## src/rtl/debug_sequencer_pkg.sv

```systemverilog
// rtl/debug_sequencer_pkg.sv - opcode, data-select and FSM state encodings for debug_sequencer
package debug_sequencer_pkg;

  // DEBUG_OP[3:1]
  typedef enum logic [2:0] {
    OP_NOP    = 3'd0,
    OP_MEM_RD = 3'd1,
    OP_MEM_WR = 3'd2,
    OP_REG_RD = 3'd3,
    OP_REG_WR = 3'd4,
    OP_CC_RD  = 3'd5,
    OP_PC_RD  = 3'd6,
    OP_PC_WR  = 3'd7
  } dbg_op_e;

  // DEBUG_DATAX read-data source
  typedef enum logic [1:0] {
    DX_DIN       = 2'd0,
    DX_REGB_DATA = 2'd1,
    DX_CC_DATA   = 2'd2,
    DX_PC_A_NEXT = 2'd3
  } datax_e;

  typedef enum logic [2:0] {
    ST_IDLE    = 3'd0,
    ST_EXEC    = 3'd1,
    ST_WAIT    = 3'd2,
    ST_CAPTURE = 3'd3,
    ST_INC     = 3'd4,
    ST_DONE    = 3'd5
  } seq_state_e;

  // Writes and NOP leave the select at DIN; it is a don't-care for them.
  function automatic datax_e datax_for(input dbg_op_e op);
    datax_e sel;
    sel = DX_DIN;
    case (op)
      OP_REG_RD: sel = DX_REGB_DATA;
      OP_CC_RD:  sel = DX_CC_DATA;
      OP_PC_RD:  sel = DX_PC_A_NEXT;
      default:   sel = DX_DIN;
    endcase
    return sel;
  endfunction

endpackage

```

## src/rtl/debug_sequencer_if.sv

```systemverilog
// rtl/debug_sequencer_if.sv - debug port <-> sequencer handshake bundle
// master (debug port): drives req, op, mode, stop; receives ack, addr_inc_en, ld_data_en, datax
// slave (sequencer):   the reverse
interface debug_sequencer_if;
  logic       req;
  logic [3:0] op;
  logic       mode;
  logic       stop;
  logic       ack;
  logic       addr_inc_en;
  logic       ld_data_en;
  logic [1:0] datax;

  modport master (output req, op, mode, stop, input ack, addr_inc_en, ld_data_en, datax);
  modport slave  (input req, op, mode, stop, output ack, addr_inc_en, ld_data_en, datax);
endinterface

```

## src/rtl/debug_wait_timer.sv

```systemverilog
// rtl/debug_wait_timer.sv - bus wait-state counter with expiry flag
// Ports: clk, resetn (async active-low), clr (zero the count), en (count this cycle),
//        expired (count has reached LIMIT-1, i.e. this is the LIMIT-th enabled cycle)
module debug_wait_timer #(
  parameter int LIMIT = 64,
  parameter int TW    = 7
) (
  input  logic clk,
  input  logic resetn,
  input  logic clr,
  input  logic en,
  output logic expired
);

  logic [TW-1:0] count;

  always_ff @(posedge clk or negedge resetn) begin
    if (!resetn) begin
      count <= '0;
    end else if (clr) begin
      count <= '0;
    end else if (en && !expired) begin
      count <= count + TW'(1);
    end
  end

  assign expired = (count == TW'(LIMIT - 1));

endmodule

```

## src/rtl/debug_sequencer.sv

```systemverilog
// rtl/debug_sequencer.sv - executes one debug operation per REQ/ACK handshake
// Optional: DEBUG_SEQ_TIMEOUT_EN adds a bus wait-state timeout that sets debug_err.
// Ports: clk, resetn (async active-low); dbg (debug port, slave side);
//        cpu_halted, bus_ready (CPU side inputs);
//        dbg_halt_req, dbg_bus_rd, dbg_bus_wr, dbg_reg_wr, dbg_pc_ld (CPU strobes);
//        debug_busy, debug_err (status). All outputs are registers.
module debug_sequencer
  import debug_sequencer_pkg::*;
#(
  parameter int TIMEOUT_CYCLES = 64,
  parameter int TW             = 7
) (
  input  logic             clk,
  input  logic             resetn,
  debug_sequencer_if.slave dbg,
  input  logic             cpu_halted,
  input  logic             bus_ready,
  output logic             dbg_halt_req,
  output logic             dbg_bus_rd,
  output logic             dbg_bus_wr,
  output logic             dbg_reg_wr,
  output logic             dbg_pc_ld,
  output logic             debug_busy,
  output logic             debug_err
);

  if ((2 ** TW) <= TIMEOUT_CYCLES) begin : g_tw_check
    $error("debug_sequencer: TW too narrow for TIMEOUT_CYCLES");
  end

  seq_state_e state, next_state;
  dbg_op_e    op_q;
  logic       incx_q;
  datax_e     datax_q;
  logic       start;

  logic ack_q, inc_q, ld_q, halt_q, rd_q, wr_q, reg_wr_q, pc_ld_q, busy_q;
  logic rd_d, wr_d;

`ifdef DEBUG_SEQ_TIMEOUT_EN
  logic timer_expired;
  logic err_q;

  // Clearing throughout EXEC guarantees a zero count on the first WAIT cycle.
  debug_wait_timer #(.LIMIT(TIMEOUT_CYCLES), .TW(TW)) u_wait_timer (
    .clk     (clk),
    .resetn  (resetn),
    .clr     (state == ST_EXEC),
    .en      (state == ST_WAIT),
    .expired (timer_expired)
  );

  // bus_ready wins over expiry on the same cycle: the access did complete.
  always_ff @(posedge clk or negedge resetn) begin
    if (!resetn) begin
      err_q <= 1'b0;
    end else if (state == ST_WAIT && !bus_ready && timer_expired) begin
      err_q <= 1'b1;
    end else if (state == ST_EXEC && op_q == OP_NOP && incx_q) begin
      err_q <= 1'b0;
    end
  end

  assign debug_err = err_q;
`else
  assign debug_err = 1'b0;
`endif

  always_ff @(posedge clk or negedge resetn) begin
    if (!resetn) begin
      state <= ST_IDLE;
    end else begin
      state <= next_state;
    end
  end

  always_comb begin
    next_state = state;
    start      = 1'b0;
    case (state)
      ST_IDLE: begin
        if (dbg.req && dbg.mode && cpu_halted) begin
          next_state = ST_EXEC;
          start      = 1'b1;
        end
      end
      ST_EXEC: begin
        case (op_q)
          OP_MEM_RD, OP_MEM_WR: next_state = ST_WAIT;
          OP_REG_WR, OP_PC_WR:  next_state = ST_INC;
          OP_NOP:               next_state = ST_DONE;
          default:              next_state = ST_CAPTURE;
        endcase
      end
      ST_WAIT: begin
        if (bus_ready) begin
          next_state = (op_q == OP_MEM_RD) ? ST_CAPTURE : ST_INC;
        end
`ifdef DEBUG_SEQ_TIMEOUT_EN
        else if (timer_expired) begin
          next_state = ST_DONE;
        end
`endif
      end
      ST_CAPTURE: next_state = ST_INC;
      ST_INC:     next_state = ST_DONE;
      ST_DONE:    if (!dbg.req) next_state = ST_IDLE;
      default:    next_state = ST_IDLE;
    endcase
  end

  // Bus strobes follow next_state so they are high exactly during WAIT;
  // every other output is a registered decode of the current state.
  assign rd_d = (next_state == ST_WAIT) && (op_q == OP_MEM_RD);
  assign wr_d = (next_state == ST_WAIT) && (op_q == OP_MEM_WR);

  always_ff @(posedge clk or negedge resetn) begin
    if (!resetn) begin
      op_q     <= OP_NOP;
      incx_q   <= 1'b0;
      datax_q  <= DX_DIN;
      ack_q    <= 1'b0;
      inc_q    <= 1'b0;
      ld_q     <= 1'b0;
      halt_q   <= 1'b0;
      rd_q     <= 1'b0;
      wr_q     <= 1'b0;
      reg_wr_q <= 1'b0;
      pc_ld_q  <= 1'b0;
      busy_q   <= 1'b0;
    end else begin
      if (start) begin
        op_q    <= dbg_op_e'(dbg.op[3:1]);
        incx_q  <= dbg.op[0];
        datax_q <= datax_for(dbg_op_e'(dbg.op[3:1]));
      end
      halt_q   <= dbg.mode & dbg.stop;
      rd_q     <= rd_d;
      wr_q     <= wr_d;
      reg_wr_q <= (state == ST_EXEC) && (op_q == OP_REG_WR);
      pc_ld_q  <= (state == ST_EXEC) && (op_q == OP_PC_WR);
      ld_q     <= (state == ST_CAPTURE);
      inc_q    <= (state == ST_INC) && incx_q;
      ack_q    <= (state == ST_DONE);
      busy_q   <= (state == ST_EXEC) || (state == ST_WAIT) ||
                  (state == ST_CAPTURE) || (state == ST_INC);
    end
  end

  assign dbg.ack         = ack_q;
  assign dbg.addr_inc_en = inc_q;
  assign dbg.ld_data_en  = ld_q;
  assign dbg.datax       = datax_q;
  assign dbg_halt_req    = halt_q;
  assign dbg_bus_rd      = rd_q;
  assign dbg_bus_wr      = wr_q;
  assign dbg_reg_wr      = reg_wr_q;
  assign dbg_pc_ld       = pc_ld_q;
  assign debug_busy      = busy_q;

endmodule

```

## src/flat_wrapper.sv

```systemverilog
// flat-port wrapper written by rule: the top's interface ports become plain ports
module debug_sequencer_flat import debug_sequencer_pkg::*;
#(
  parameter int TIMEOUT_CYCLES = 64,
  parameter int TW             = 7
)
  (clk, resetn, cpu_halted, bus_ready, dbg_halt_req, dbg_bus_rd, dbg_bus_wr, dbg_reg_wr, dbg_pc_ld, debug_busy, debug_err, dbg_req, dbg_op, dbg_mode, dbg_stop, dbg_ack, dbg_addr_inc_en, dbg_ld_data_en, dbg_datax);
  debug_sequencer_if dbg_i ();
  input  logic clk;
  input  logic resetn;
  input  logic cpu_halted;
  input  logic bus_ready;
  output logic dbg_halt_req;
  output logic dbg_bus_rd;
  output logic dbg_bus_wr;
  output logic dbg_reg_wr;
  output logic dbg_pc_ld;
  output logic debug_busy;
  output logic debug_err;
  input wire logic [$bits(dbg_i.req)-1:0] dbg_req;
  input wire logic [$bits(dbg_i.op)-1:0] dbg_op;
  input wire logic [$bits(dbg_i.mode)-1:0] dbg_mode;
  input wire logic [$bits(dbg_i.stop)-1:0] dbg_stop;
  output wire logic [$bits(dbg_i.ack)-1:0] dbg_ack;
  output wire logic [$bits(dbg_i.addr_inc_en)-1:0] dbg_addr_inc_en;
  output wire logic [$bits(dbg_i.ld_data_en)-1:0] dbg_ld_data_en;
  output wire logic [$bits(dbg_i.datax)-1:0] dbg_datax;
  assign dbg_i.req = dbg_req;
  assign dbg_i.op = dbg_op;
  assign dbg_i.mode = dbg_mode;
  assign dbg_i.stop = dbg_stop;
  assign dbg_ack = dbg_i.ack;
  assign dbg_addr_inc_en = dbg_i.addr_inc_en;
  assign dbg_ld_data_en = dbg_i.ld_data_en;
  assign dbg_datax = dbg_i.datax;
  debug_sequencer #(.TIMEOUT_CYCLES(TIMEOUT_CYCLES), .TW(TW)) u_core (.clk(clk), .resetn(resetn), .dbg(dbg_i), .cpu_halted(cpu_halted), .bus_ready(bus_ready), .dbg_halt_req(dbg_halt_req), .dbg_bus_rd(dbg_bus_rd), .dbg_bus_wr(dbg_bus_wr), .dbg_reg_wr(dbg_reg_wr), .dbg_pc_ld(dbg_pc_ld), .debug_busy(debug_busy), .debug_err(debug_err));
endmodule
```

## config.mk

```make
export PLATFORM = sky130hd
export DESIGN_NAME = debug_sequencer_flat
export DESIGN_NICKNAME = d
export VERILOG_FILES = /design/src/rtl/debug_sequencer_pkg.sv /design/src/rtl/debug_sequencer_if.sv /design/src/rtl/debug_wait_timer.sv /design/src/rtl/debug_sequencer.sv /design/src/flat_wrapper.sv
export SDC_FILE = /design/constraint.sdc
export NUM_CORES = 1
export LEC_CHECK = 0
export ABC_AREA = 1
export CAP_MARGIN = 20
export CORE_MARGIN = 4
export CORE_UTILIZATION = 30
export DETAILED_ROUTE_END_ITERATION = 8
export SETUP_SLACK_MARGIN = 0.5
export SLEW_MARGIN = 20
export SYNTH_ARGS = -nofsm -noshare
export SYNTH_HDL_FRONTEND = slang
export SYNTH_SLANG_ARGS = --single-unit
```

## constraint.sdc

```tcl
create_clock -name clk -period 3.2 [get_ports clk]
set_input_delay 0.64 -clock clk [delete_from_list [all_inputs] [get_ports clk]]
set_output_delay 0.64 -clock clk [all_outputs]
set_load 0.02 [all_outputs]
```

==> impl_metrics.py, run 1 <==
metrics = {
    "clocking": {
        "cts_root_buf": "clkbuf_4",
        "clock-sinks": 18,
        "cts_made_buffers": 3,
        "clockBufferDepth": 2,
        "post-cts-setup-buffer-count": 0,
        "cts_tree": "built",
        "cts.repair.resized": 0,
        "clk_pin_slew_worst_paths_ns": 0.09,
        "hold_buffers": 0,
        "clk_latency_ns": 0.28,
        "cts_max_level": 1,
    },
    "detailed_routing": {
        "vias_per_cell": 4.69,
        "dr.pass1.iters": 5,
        "drc_errors": 0,
        "wl_per_cell_microns": 11.1,
        "dr_total_vias": 652,
        "drt_iter0_markers": 28,
        "drt_wl_total_mm": 1.55,
        "ant_nets": 0,
    },
    "sta": {
        "worst_slack_ns": 1.31,
        "fin_crit_ns": 1.89,
        "max_slew_margin_pct": 47.5,
        "tns_ns": 0,
        "finalClockSkew_ns": 0.00280,
        "slew_viol_final": 0,
        "setup_viol": 0,
        "finalCritPeriodShare_pct": 59.1,
        "timing.hold.ws_ns": 0.499,
        "finalHoldViolCount": 0,
        "clock.fmax_ghz": 0.528,
        "rsz0062_at_grt": "no",
        "worstMarginPinSlew_ns": 0.786,
    },
    "setup_path": {
        "startpoint_type": "flip-flop",
        "cp_num_buf_inv": 1,
        "critPathKind": "flip-flop to output pin",
        "cp-end-kind": "output pin",
        "cp_top_family": "buffers and inverters",
        "worstPathRequired_ns": 2.56,
        "rrSetupSlack_ns": 1.92,
        "arrival_ns": 1.25,
        "worstPathCellList": "clkdlybuf4s50_1",
        "crit_path_max_fanout": 2,
        "slowest_delay_ns": 0.61,
        "slowest_stage": "clkdlybuf4s50_1",
    },
    "grt": {
        "grt_pass1_wl_mm": 2.61,
        "grt_pass1_vias": 617,
        "grt-ovfl-total": 0,
        "antenna_found_initial": 0,
        "grt_max_degree": 19,
        "grt_use_total_pct": 10.1,
    },
    "synth": {
        "synth_area_sq_um": 792,
        "synth-seq-area-share_pct": 56.9,
        "synth_nets": 97,
        "synth_area_per_cell_sq_um": 9.21,
        "synth_cell_types": 20,
        "synth_seq_cells": 18,
        "syn_inst": 86,
        "yosys_warnings": 0,
    },
    "floorplanning": {
        "core_region_area_sq_um": 2500,
        "rows": 18,
        "die_area_sq_um": 3530,
        "fp.dieH_microns": 59.4,
        "die_x_microns": 59.4,
        "start_util_pct": 31.7,
        "ios": 23,
    },
    "status": {
        "status": "finished clean",
    },
    "placed_design": {
        "io_buffers": 21,
        "dp_hpwl_mm": 1.22,
        "dp_slack_ns": 1.33,
        "gp_congestion": 0.845,
    },
    "cells_and_area": {
        "drive_gt1_share_pct": 13.8,
        "nFillCells": 262,
        "n_antenna_cell": 0,
        "area_growth_pct": 33.2,
        "nets": 122,
        "utilization_pct": 42.2,
    },
    "run": {
        "maxCapViolCount": 0,
    },
    "power_and_ir_drop": {
        "power_density_nw_per_um2": 820,
        "leakagePower_nw": 0.500,
        "total_power_uw": 864,
        "ir_worst_vdd_v": 0.000336,
    },
    "min_path": {
        "hold_class": "flip-flop to flip-flop",
    },
}
## placed cells by master, fill, tap and decap left out, types with 2 or more instances in the layout
| master | count |
|---|---|
| nand2_1 | 24 |
| clkdlybuf4s50_1 | 21 |
| dfrtp_1 | 18 |
| nor2_1 | 7 |
| inv_1 | 6 |
| nand3_1 | 4 |
| inv_2 | 4 |
| o21ai_0 | 4 |
| nor2_2 | 3 |
| clkbuf_4 | 3 |
| o21ai_2 | 2 |
| nor3_1 | 2 |
| a211oi_1 | 2 |
| xnor2_1 | 2 |
## power by group
group          switching (mW)  internal [mW]  leakage [nW]
sequential             0.0708          0.306         0.234
clock                  0.0623         0.0436        0.0138
combinational           0.224          0.158         0.252
## per-layer routing
metal,vias up,share of wire [%],track usage [%]
met1,309,42,11.4
met5,-,0,0
met2,20,49,16.5
met3,2,7.5,5.01
met4,0,0.91,2.91
li1,321,-,-
## path summary, 6_finish.rpt
| check | from | cells past startpoint | endpoint |
|---|---|---|---|
| setup / recovery | u_core.dbg.datax[0] | 1 | dbg_datax[0] |
| hold / removal | u_core.incx_q | 2 | u_core.dbg.addr_inc_en |
| setup reg to reg | u_core.state[1] | 5 | u_core.dbg_bus_wr |
| hold reg to reg | u_core.incx_q | 2 | u_core.dbg.addr_inc_en |
| max in group asynchronous | resetn | 1 | u_core.dbg.datax[1] |
| min in group asynchronous | resetn | 1 | u_core.dbg.ld_data_en |
## logic make-up (layout without fill, tap and decap cells)
logic type | count (synthesis) | after routing | synth area share (%)
other | 1 | 1 | 0.473
AO/OA/AOI/OAI | 9 | 9 | 7.27
flip-flops | 18 | 18 | 56.9
XOR/XNOR | 3 | 3 | 3.32
AND/OR/NAND/NOR | 44 | 44 | 26.4
buffers and inverters | 11 | 34 | 5.69
## synthesized netlist by cell type
cell      count  area share [%]
nor2_1        7             3.3
nand3_2       1             1.3
nor3_1        2             1.3
nand2_1      24              11
dfrtp_1      18              57
nand3_1       4             2.5
xor2_1        1             1.1
nor4_1        1            0.79
nor2_2        3             2.4
xnor2_1       2             2.2
conb_1        1            0.47
inv_1         6             2.8
nor3_4        1             2.1
buf_4         1            0.95
nand2_4       1             1.4
a211oi_1      2             1.9
o21ai_2       2             2.2
o21ai_0       4             2.5
o21ai_1       1            0.63
inv_2         4             1.9
## cell type report
| cell class | count | area, sq um | area share (%) |
|---|---|---|---|
| Multi-Input combinational cell | 57 | 297 | 28.1 |
| Inverter | 10 | 37.5 | 3.56 |
| Sequential cell | 18 | 450 | 42.7 |
| Clock buffer | 3 | 22.5 | 2.14 |
| Tap cell | 30 | 37.5 | 3.56 |
| Timing Repair Buffer | 21 | 210 | 19.9 |
## through the flow
stage                     instances  instance area (sq um)
after floorplan                  86                    792
after global placement          136                   1030
after detailed placement        136                   1030
after CTS                       139                   1050
after global routing            139                   1050
final                           139                   1050
Power figures use the tool's default switching activity.
==> run 2: changes to the inputs <==
Clock period 3.2 ns to 1.9 ns, I/O delays scaled along.
==> run 2 against run 1 <==
  * Combinational power is 58% higher
  * Global-route usage is 0.30 points lower
  * Die area stayed put
  * Routed wire length is 0.26% lower
  * Non-clock buffer count is 1 higher
  * Sequential power is 68% higher
  * Worst hold slack worse by 0.081 ns
  * Clock-buffer cell count stayed put
  * Critical path depth stayed put
  * Register-to-register slack worse by 1.3 ns
  * Sequential share of layout area is 0.15 points higher
==> impl_metrics.py, run 2 (synthesis gave the netlist of run 1 again) <==
metrics = {
    "sta": {
        "fin_crit_ns": 1.36,
        "rsz0062_at_grt": "no",
        "tns_ns": 0,
        "finalHoldViolCount": 0,
        "finalCritPeriodShare_pct": 71.7,
        "setup_viol": 0,
        "worst_slack_ns": 0.537,
        "clock.fmax_ghz": 0.734,
        "finalClockSkew_ns": 0.00222,
        "slew_viol_final": 0,
        "timing.hold.ws_ns": 0.418,
    },
    "cells_and_area": {
        "area_growth_pct": 32.7,
        "n_antenna_cell": 0,
        "utilization_pct": 42.0,
        "layout_common_cells": "24 x nand2_1, 18 x dfrtp_1, 10 x clkdlybuf4s50_1",
        "fin_area_sq_um": 1050,
        "instances_no_fill": 140,
        "drive_gt1_share_pct": 14.5,
        "layout_commonest_cell": "nand2_1",
        "nets": 123,
    },
    "setup_path": {
        "cp_num_buf_inv": 1,
        "r2r-end": "u_core.dbg.datax[1]",
        "startpoint_type": "flip-flop",
        "path_depth": 1,
        "worstPathRequired_ns": 1.52,
        "cp_top_family": "flip-flops",
        "cp-end-kind": "output pin",
        "rrSetupSlack_ns": 0.65,
        "arrival_ns": 0.98,
        "crit_path_max_fanout": 1,
        "reg2reg_depth": 7,
        "worstPathCellList": "dlygate4sd2_1",
        "endpoint": "dbg_bus_wr",
        "slowest_stage": "dfrtp_1",
        "critPathKind": "flip-flop to output pin",
        "r2r-start": "u_core.state[2]",
        "cp-startpoint": "u_core.dbg_bus_wr",
        "slowest_delay_ns": 0.38,
    },
    "detailed_routing": {
        "wl_per_cell_microns": 11.0,
        "dr.pass1.iters": 5,
        "vias_per_cell": 4.54,
        "drt_iter0_markers": 9,
        "drt_wl_total_mm": 1.54,
        "drc_errors": 0,
        "dr_total_vias": 636,
        "ant_nets": 0,
    },
    "grt": {
        "grt_max_degree": 19,
        "grt_use_total_pct": 9.75,
        "grt_pass1_vias": 616,
        "grt_pass1_wl_mm": 2.48,
        "antenna_found_initial": 0,
        "grt-ovfl-total": 0,
    },
    "floorplanning": {
        "die_area_sq_um": 3530,
        "start_util_pct": 31.7,
        "ios": 23,
        "rows": 18,
        "die_x_microns": 59.4,
        "core_region_area_sq_um": 2500,
        "fp.dieH_microns": 59.4,
    },
    "power_and_ir_drop": {
        "power_density_nw_per_um2": 1350,
        "ir_worst_vdd_v": 0.000767,
        "leakagePower_nw": 0.543,
        "total_power_mw": 1.42,
    },
    "clocking": {
        "clk_latency_ns": 0.28,
        "clock-sinks": 18,
        "cts_made_buffers": 3,
        "cts_root_buf": "clkbuf_4",
        "clockBufferDepth": 2,
        "clk_pin_slew_worst_paths_ns": 0.09,
        "cts_tree": "built",
        "cts_max_level": 1,
    },
    "status": {
        "status": "finished clean",
    },
    "min_path": {
        "hold_class": "primary input to async pin",
    },
    "run": {
        "maxCapViolCount": 0,
    },
    "placed_design": {
        "io_buffers": 21,
        "dp.cells": 137,
        "placed_area_sq_um": 1040,
        "dp_hpwl_mm": 1.19,
        "gp_congestion": 0.825,
        "dp_slack_ns": 0.307,
    },
}
run 2: worst min path at each step:
stage               slack (ns)                   to  cells past startpoint
detailed placement        0.49  u_core.dbg.datax[1]                      2
CTS                       0.42      u_core.state[2]                      2
global route              0.45      u_core.state[2]                      2
finish                    0.42      u_core.state[2]                      2
global placement          0.49  u_core.dbg.datax[1]                      2
floorplan                 0.08       u_core.dbg.ack                      0
run 2: what timing repair did:
item | 4_1_cts | 5_1_grt
hold buffers | 0 | 0
cloned | 0 | 0
gates resized for setup | 11 | 2
buffers inserted | 0 | 0
setup endpoints to repair | 11 | 2
run 2: area by class of cell:
cell class,instances,area (sq um)
Timing Repair Buffer,22,206
Tap cell,30,37.5
Sequential cell,18,450
Clock buffer,3,22.5
Multi-Input combinational cell,57,297
Inverter,10,37.5
Fill cell,258,1450
run 2: power by group:
part           switching, mW  internal [mW]
logic                  0.375          0.229
clock network          0.108         0.0736
registers              0.119          0.515
total                  0.602          0.818
run 2: routing by layer:
layer  GRT usage [%]  vias up  part of all wire, %
li1                -      319                    -
met1            10.4      292                   42
met2            16.7       23                   48
met3            2.40        2                  8.0
met4            6.80        0                  1.2
met5               0        -                    0
==> run 3: changes to the inputs <==
Clock period 1.9 ns to 1.3 ns, I/O delays scaled along.
==> run 3 against run 2 <==
  * Clock-buffer cell count up 1
  * Sequential power up 55%
  * Critical path type is now flip-flop to flip-flop
  * Die area unchanged
  * Combinational power up 100%
  * Sequential share of layout area down 5.2 points
  * Worst hold slack worse by 0.13 ns
  * Largest cell class unchanged
  * Total power up 79%
  * Non-clock buffer count up 8
==> impl_metrics.py, run 3 (synthesis gave the netlist of run 1 again) <==
metrics = {
    "cells_and_area": {
        "instances_no_fill": 149,
        "area_growth_pct": 52.6,
        "layout_commonest_cell": "nand2_1",
        "drive_gt1_share_pct": 42.0,
        "n_antenna_cell": 0,
        "layout_common_cells": "19 x nand2_1, 14 x dfrtp_1, 11 x buf_6",
        "nets": 131,
    },
    "floorplanning": {
        "rows": 18,
        "core_region_area_sq_um": 2500,
        "die_x_microns": 59.4,
        "die_area_sq_um": 3530,
        "fp.dieH_microns": 59.4,
        "start_util_pct": 31.7,
        "ios": 23,
    },
    "placed_design": {
        "gp_congestion": 0.790,
        "dp.cells": 138,
        "io_buffers": 21,
        "dp_hpwl_mm": 1.20,
        "dp_slack_ns": -0.159,
    },
    "detailed_routing": {
        "drt_iter0_markers": 9,
        "ant_nets": 0,
        "drc_errors": 0,
        "dr.pass1.iters": 4,
        "dr_total_vias": 664,
        "drt_wl_total_mm": 1.63,
        "vias_per_cell": 4.46,
        "wl_per_cell_microns": 10.9,
    },
    "setup_path": {
        "startpoint_type": "flip-flop",
        "r2r-start": "u_core.op_q[1]",
        "worstPathRequired_ns": 1.49,
        "slowest_stage": "dfrtp_2",
        "cp-startpoint": "u_core.op_q[1]",
        "crit_path_max_fanout": 5,
        "cp-end-kind": "flip-flop",
        "cp_top_family": "flip-flops",
        "worstPathCellList": "nand3_1 > nand2_2 > o21ai_0 > nand2_1 > nand3_2 > nor2_1",
        "arrival_ns": 1.39,
        "cp_num_buf_inv": 0,
        "critPathKind": "flip-flop to flip-flop",
        "slowest_delay_ns": 0.47,
    },
    "clocking": {
        "cts_tree": "built",
        "cts_max_level": 1,
        "clockBufferDepth": 2,
        "clk_pin_slew_worst_paths_ns": 0.10,
        "cts_root_buf": "clkbuf_4",
        "clock-sinks": 18,
        "clk_latency_ns": 0.29,
        "cts_made_buffers": 3,
        "hold_buffers": 0,
    },
    "sta": {
        "finalClockSkew_ns": 0.00325,
        "slew_viol_final": 0,
        "fin_crit_ns": 1.21,
        "finalHoldViolCount": 0,
        "worst_slack_ns": 0.0948,
        "rsz0062_at_grt": "yes",
        "clock.fmax_ghz": 0.830,
        "finalCritPeriodShare_pct": 92.7,
        "timing.hold.ws_ns": 0.288,
        "setup_viol": 0,
    },
    "grt": {
        "grt_max_degree": 19,
        "grt_pass1_wl_mm": 2.95,
        "grt_use_total_pct": 11.4,
        "antenna_found_initial": 0,
        "grt-ovfl-total": 0,
        "grt_pass1_vias": 699,
    },
    "run": {
        "maxCapViolCount": 0,
    },
    "status": {
        "status": "finished clean",
    },
    "power_and_ir_drop": {
        "total_power_mw": 2.55,
        "power_density_nw_per_um2": 2110,
        "ir_worst_vdd_v": 0.000971,
        "leakagePower_nw": 0.592,
    },
    "min_path": {
        "hold_class": "primary input to async pin",
    },
}
[run 3: cell types whose count changed in the layout (fill, tap and decap cells not counted), moves of 2 or more]
cell and change:
buf_6 +11, dlygate4sd2_1 -9, buf_4 +8, nand2_1 -5, dfrtp_1 -4, dfrtp_2 +4
nand2_2 +4, nor2_4 +3, o21ai_0 -3, clkdlybuf4s15_1 -2, nor2_1 -2, o21ai_1 +2
[run 3: layout make-up]
class	count	area, sq um
fillers	248	1290
flip-flops and latches	18	455
multi-input cells	57	348
repair buffers	30	292
inverters	10	40.0
well taps	30	37.5
clock buffers	4	36.3
[run 3: what timing repair did]
item | CTS | global route
endpoints found under the setup margin | 26 | 28
buffers inserted | 6 | 1
endpoints found under the hold margin | 0 | 0
gates resized for setup | 76 | 10
pin swaps | 9 | 7
[run 3: power by group]
| part | internal (mW) | total [mW] | switching (mW) |
|---|---|---|---|
| sequential | 0.767 | 0.982 | 0.215 |
| combinational | 0.583 | 1.22 | 0.640 |
| clock | 0.171 | 0.339 | 0.169 |
[run 3: worst paths after layout]
| path | to | slack [ns] | cells past startpoint |
|---|---|---|---|
| min | u_core.debug_busy | 0.29 | 2 |
| min reg2reg | u_core.dbg.addr_inc_en | 0.51 | 1 |
| max | u_core.dbg_bus_wr | 0.09 | 6 |
| max in group asynchronous | u_core.op_q[0] | 0.80 | 2 |
| max reg2reg | u_core.dbg_bus_wr | 0.09 | 6 |
| min in group clk | u_core.dbg_halt_req | 0.48 | 3 |
[run 3: layer usage]
| layer | track usage, % | vias to the layer above | wire length [microns] |
|---|---|---|---|
| met5 | 0 | - | 0 |
| met3 | 3.27 | 2 | 77 |
| met2 | 18.4 | 12 | 870 |
| met4 | 7.12 | 0 | 15 |
| met1 | 13.0 | 313 | 664 |
| li1 | - | 337 | - |
[run 3: through the flow]
step	utilization (%)	TNS, ns	cell area [sq um]
2_1_floorplan	-	0	798
3_3_place_gp	42.1	-0.923	1050
3_5_place_dp	42.1	-0.877	1050
4_1_cts	46.8	0	1170
5_1_grt	48.3	-0.0101	1210
6_report	48.3	0	1210
